`config.mk`:
```
export PLATFORM = sky130hd
export DESIGN_NAME = ebr_fifo_ctrl_w18r9
export DESIGN_NICKNAME = d
export VERILOG_FILES = /design/src/rtl/ebr_fifo_ctrl_w18r9.sv
export SDC_FILE = /design/constraint.sdc
export NUM_CORES = 1
export LEC_CHECK = 0
export CAP_MARGIN = 20
export CORE_MARGIN = 4
export CORE_UTILIZATION = 25
export DETAILED_ROUTE_END_ITERATION = 6
export PLACE_DENSITY = 0.56
export SYNTH_ARGS = -nofsm -noshare
export SYNTH_HDL_FRONTEND = slang
export SYNTH_SLANG_ARGS = --single-unit
```
`constraint.sdc`:
```
create_clock -name CLK -period 2.85 [get_ports CLK]
set_clock_uncertainty 0.15 [all_clocks]
set_input_delay 0.285 -clock CLK [delete_from_list [all_inputs] [get_ports CLK]]
set_output_delay 0.285 -clock CLK [all_outputs]
set_load 0.03 [all_outputs]
```
`src/rtl/ebr_fifo_ctrl_w18r9.sv`:
```
// FIFO controller around one PDPW8KC EBR: 18-bit words pushed at 512x18, 9-bit bytes popped at 1024x9.
// Low byte of each word pops first; all EBR control pins are driven from here.
module ebr_fifo_ctrl_w18r9 #(
  parameter string       REGMODE       = "NOREG",
  parameter int unsigned AFULL_THRESH  = 1008,
  parameter int unsigned AEMPTY_THRESH = 16
) (
  input  logic        CLK,
  input  logic        RST,
  input  logic        WR_EN,
  input  logic [17:0] WR_DATA,
  input  logic        RD_EN,
  output logic [8:0]  RD_DATA,
  output logic        RD_VALID,
  output logic        FULL,
  output logic        EMPTY,
  output logic        AFULL,
  output logic        AEMPTY,
  output logic [10:0] COUNT,
  output logic        WR_OVF,
  output logic        RD_UNF,
  output logic [17:0] EBR_DI,
  output logic [8:0]  EBR_ADW,
  output logic [1:0]  EBR_BE,
  output logic        EBR_CEW,
  output logic [12:0] EBR_ADR,
  output logic        EBR_CER,
  output logic        EBR_OCER,
  output logic        EBR_RST,
  input  logic [8:0]  EBR_DO
);

  localparam int unsigned WA_W     = 9;
  localparam int unsigned RA_W     = 10;
  localparam int unsigned CNT_W    = 11;
  localparam int unsigned FULL_AT  = 1023;
  localparam bit          OUTREG   = (REGMODE == "OUTREG");
  localparam int unsigned RV_DEPTH = OUTREG ? 2 : 1;

  logic [WA_W-1:0]     wr_ptr;
  logic [RA_W-1:0]     rd_ptr;
  logic [RV_DEPTH-1:0] rv_pipe;
  logic                wr_acc;
  logic                rd_acc;
  logic [CNT_W-1:0]    count_next;

  // Acceptance is gated by reset so the EBR sees no access while RST is high.
  always_comb begin
    wr_acc     = WR_EN & ~FULL & ~RST;
    rd_acc     = RD_EN & ~EMPTY & ~RST;
    count_next = COUNT;
    if (wr_acc) count_next = count_next + CNT_W'(2);
    if (rd_acc) count_next = count_next - CNT_W'(1);
  end

  always_ff @(posedge CLK) begin
    if (RST) begin
      wr_ptr  <= '0;
      rd_ptr  <= '0;
      COUNT   <= '0;
      EMPTY   <= 1'b1;
      AEMPTY  <= 1'b1;
      FULL    <= 1'b0;
      AFULL   <= 1'b0;
      WR_OVF  <= 1'b0;
      RD_UNF  <= 1'b0;
      rv_pipe <= '0;
    end else begin
      if (wr_acc) wr_ptr <= wr_ptr + WA_W'(1);
      if (rd_acc) rd_ptr <= rd_ptr + RA_W'(1);
      COUNT   <= count_next;
      EMPTY   <= (count_next == '0);
      AEMPTY  <= (count_next <= CNT_W'(AEMPTY_THRESH));
      FULL    <= (count_next >= CNT_W'(FULL_AT));
      AFULL   <= (count_next >= CNT_W'(AFULL_THRESH));
      WR_OVF  <= WR_EN & FULL;
      RD_UNF  <= RD_EN & EMPTY;
      // Valid tracks the EBR read latency (1 for NOREG, 2 for OUTREG).
      rv_pipe <= RV_DEPTH'({rv_pipe, rd_acc});
    end
  end

  assign RD_VALID = rv_pipe[RV_DEPTH-1];
  assign RD_DATA  = EBR_DO;

  assign EBR_DI   = WR_DATA;
  assign EBR_ADW  = wr_ptr;
  assign EBR_BE   = 2'b11;
  assign EBR_CEW  = wr_acc;
  assign EBR_ADR  = {rd_ptr, 3'b000};
  assign EBR_CER  = rd_acc;
  assign EBR_OCER = 1'b1;
  assign EBR_RST  = RST;

endmodule
```
Word level (Yosys, flattened, before mapping)
Index checks and enable logic that the tools add are counted.

Register bits: 37. Input port bits: 31. Output and inout bits: 73. Word-level logic and storage cells: 29.

$add $sub $neg: 4. $lt $le $gt $ge: 3. Mux-type cells: 2. Bitwise gates (word level): 9. Reduce and logical (&&, ||, !) cells: 1.

Operators by type and width (number): $ge 11x10->1 const B (2); $mux 11 (2); $add 11x2->11 const B (1); $le 11x5->1 const B (1); $logic_not 11->1 (1); $sub 11x1->11 const B (1); $add 10x1->10 const B (1); $add 9x1->9 const B (1); $and 1x1->1 (6); $not 1->1 (3).

Depth between registers and ports, before layout
Depth in word-level cells: 7. Gate-level depth with buffers: 10.

Worst setup path before layout
OpenSTA, ideal clock, no wires.

Path type: register -> register. From: reg FULL. To: reg AEMPTY. Data arrival time: 2.465 ns. Path slack: 0.175 ns. Stages on the path, launching flop included: 11. Buffers on the path: 1. Clock period less this slack: 2.675 ns. Path through: dfxtp_1 -> nor3b_2 -> buf_4 -> xnor2_1 -> ha_1 -> o2111a_1 -> nand4_2 -> xnor2_1 -> or3_1 -> a21oi_1 -> a31o_1.

Word-level cells in the longest chain between the ends: 7.

RTL lines: start, declared (RTL line 15) `output logic FULL,`; start signal, assigned (RTL line 74) `FULL <= (count_next >= CNT_W'(FULL_AT));`; $not 1->1 * (RTL line 49) `wr_acc = WR_EN & ~FULL & ~RST;`; $and 1x1->1 * (2 in a row) (RTL line 49); net EBR_CEW (RTL line 25) `output logic EBR_CEW,`; $mux 11 * (RTL line 52) `if (wr_acc) count_next = count_next + CNT_W'(2);`; $sub 11x1->11 (RTL line 53) `if (rd_acc) count_next = count_next - CNT_W'(1);`; $mux 11 * (RTL line 53); $le 11x5->1 * (RTL line 73) `AEMPTY <= (count_next <= CNT_W'(AEMPTY_THRESH));`; end signal, assigned (RTL line 73); end, declared (RTL line 18) `output logic AEMPTY,`.

The timed path passes the listed nets; every way through them passes the cells marked *. A chain may end at the register's enable or synchronous reset.

Final worst setup path
From: in WR_EN. To: reg FULL.

Word-level cells in the longest chain between the ends: 6.

RTL lines: start, declared (RTL line 10) `input logic WR_EN,`; $and 1x1->1 * (2 in a row) (RTL line 49); $mux 11 * (RTL line 52); $sub 11x1->11 (RTL line 53); $mux 11 * (RTL line 53); $ge 11x10->1 * (RTL line 74).

Every way passes the cells marked *; elsewhere a longest branch is shown, timed or not.

==> impl_metrics.tcl <==
set metrics [dict create \
    syn_area_sq_um 2380 \
    antenna_found_initial 0 \
    holdBufCountCts 0 \
    rows 35 \
    numCtsBuffers 5 \
    synth_simple_gate_area_share_pct 26.2 \
    cp_top_family "compound AO/OA/AOI/OAI gates" \
    fillerInstances 985 \
    root_buffer "clkbuf_8" \
    cts_tree "yes" \
    relSlewSlack_pct 66.8 \
    status "finished, final reports clean" \
    path_depth 11 \
    fin_cells 453 \
    final_common_cell "clkdlybuf4s50_1" \
    yosys-mux-area-fraction_pct 1.74 \
    final_cell_mix "clkdlybuf4s50_1 (40), buf_4 (37), dfxtp_1 (36)" \
    finalCriticalPeriod_ps 2670 \
    utilization_pct 32.9 \
    die_h_um 106 \
    vias 2035 \
    vdd_drop_max_uv 201 \
    gp_congestion 0.847 \
    cp-end-kind "flip-flop" \
    path_buf_inv 2 \
    grt_usage_pct 11.2 \
    drc 0 \
    antenna_cells 0 \
    design_area_sq_um 3040 \
    grt_max_degree 19 \
    worst_pin_slew_ps 495 \
    final.period_utilization_pct 93.5 \
    vias_per_cell 4.49 \
    start_kind "input pin" \
    start_util_pct 25.8 \
    power_switching_share_pct 35.9 \
    core_area_sq_um 9240 \
    syn_to_final_growth_pct 27.8 \
    placed_cells 446 \
    grt_pass1_vias 2060 \
    finalWirelength_um 6170 \
    place_ws_ps -99.9 \
    comb_power_share_pct 34.6 \
    worstSetupPathType "in2reg" \
    drtAntennaViolNets 0 \
    synth_xor_area_share_pct 12.5 \
    chipWidth_um 106 \
    place_hpwl_um 4730 \
    synth-edff-count 0 \
    synth_cell_types 56 \
    switching_power_uw 545 \
    critPathArrivalTime_ps 2690 \
    synth_seq_cells 37 \
    hp-class "reg2reg" \
    die_area_sq_um 11100 \
    synthArstFlopShare_pct 0 \
    cts-htree-levels 2 \
    ys_warn_count 0 \
    synth_top_family_by_area "simple AND/OR/NAND/NOR gates" \
    pwr-share-clk_pct 24.0 \
    postCtsSetupBuffers 0 \
    postSynthCellCount 279 \
    setup-violations-final 0 \
    crit_required_ps 2880 \
    met2WireLength_um 2740 \
    tns_ps 0 \
    r2r_cells 8 \
    cpPeakStageDelay_ps 570 \
    wl_per_cell_um 13.6 \
    firstDrtPassIters 4 \
    placed_cell_area_sq_um 2940 \
    clock_sinks 37 \
    grt_pass1_wl_um 10100 \
    hold_depth 2 \
    syn_avg_cell_area_sq_um 8.53 \
    power.internal_uw 973 \
    worstSkewPairLatency_ps 290 \
    grt.overflow.total 0 \
    cp_cell_sequence "clkdlybuf4s50_1 > nor3b_4 > xnor2_1 > ha_1 > o2111a_1 > nand4_2 > a21oi_2 > buf_4 > a31o_2 > a21o_1 > o21ai_1" \
    met1_length_um 2910 \
    drv_slew 0 \
    pwr-share-seq_pct 41.4 \
    synth_compound_area_share_pct 11.9 \
    top_layer "met4" \
    synth-main-ff-cell "dfxtp_1" \
    drive_gt1_share_pct 18.5 \
    power_density_nw_per_um2 499 \
    synth-adder-area-share_pct 2.63 \
    clock_path_buffers 2 \
    nets 360 \
    synth-seq-area-share_pct 31.1 \
    rrSetupSlack_ps 180 \
    wl_met3_um 389 \
    setup_ws_ps 185 \
    slowest_stage "clkdlybuf4s50_1" \
    io_pins 104 \
    rsz0062_at_grt "no" \
    maxCapViolations 0 \
    drt_iter0_drc 69 \
    numPortBuffers 43 \
    path_max_fanout 5 \
    p_leak_uw 0.00116 \
    fmax_mhz 375 \
    timing.final.hold_violations 0 \
    clkSlewWorstSetupHoldPaths_ps 80 \
]
==> sequential cells by signal, indices dropped and copies added (netlist names) <==
| register | count |
|---|---|
| AEMPTY | 1 |
| RD_VALID | 1 |
| EBR_ADW | 9 |
| COUNT | 11 |
| RD_UNF | 1 |
| FULL | 1 |
| rd_ptr | 10 |
| WR_OVF | 1 |
| EMPTY | 1 |
| AFULL | 1 |
==> kinds of logic after synthesis <==
logic type,Yosys count
buffers and inverters,49
and+or+nand+nor,109
muxes,4
other,2
adders and majority gates,5
DFF,37
AOI/OAI and AO/OA,39
xor gates and xnor gates,34
==> cell usage after synthesis, drive strengths merged, types with 6 or more instances <==
library cell,instances,area [sq um]
a21oi,11,58.8
buf,40,288
dfxtp,37,741
inv,6,22.5
nand2,24,90.1
nand4,8,71.3
nor2,26,97.6
nor3,6,30.0
o21ai,7,35.0
or3,9,61.3
xnor2,17,149
xor2,17,149
==> area by class of cell <==
class                           count  area [sq um]  area share, %
Clock buffer                        6          72.6           2.39
Multi-Input combinational cell    197          1360           44.6
Timing Repair Buffer               77           678           22.3
Inverter                            6          22.5          0.740
Clock inverter                      1          8.76          0.288
Tap cell                          129           161           5.31
Sequential cell                    37           742           24.4
==> metal layers <==
metal | up-vias | track usage (%)
li1 | 1013 | -
met1 | 949 | 14.2
met2 | 64 | 17.8
met3 | 9 | 3.31
met4 | 0 | 4.16
met5 | - | 0
==> stage by stage <==
| step | power, uW | hold slack (ps) |
|---|---|---|
| 3_3_place_gp | 1150 | 324 |
| 3_5_place_dp | 1160 | 341 |
| 6_report | 1520 | 343 |
| 4_1_cts | 1530 | 353 |
| 5_1_grt | 1600 | 377 |
| 2_1_floorplan | 1010 | 258 |
==> final timing paths <==
path,end,startpoint
setup / recovery,FULL,WR_EN
hold / removal,rd_ptr[8],rd_ptr[8]
setup reg to reg,FULL,COUNT[2]
hold reg to reg,rd_ptr[8],rd_ptr[8]
==> tightest hold or removal path, cell delays in order (launching register included) <==
cell and delay, ps:
dfxtp_1 340, nand2_1 60, a21oi_1 50
==> power by group through the flow <==
stage	Sequential (uW)	Clock [uW]	Combinational [uW]
floorplan	696	0	316
global placement	636	0	514
detailed placement	638	0	520
CTS	627	382	525
global route	637	397	570
finish	628	364	526
==> repair_timing <==
item | in CTS | in global routing
resized for setup | 0 | 5
hold endpoints to repair | 0 | 0
setup endpoints to repair | 0 | 3
(Power assumes the default switching activity.)
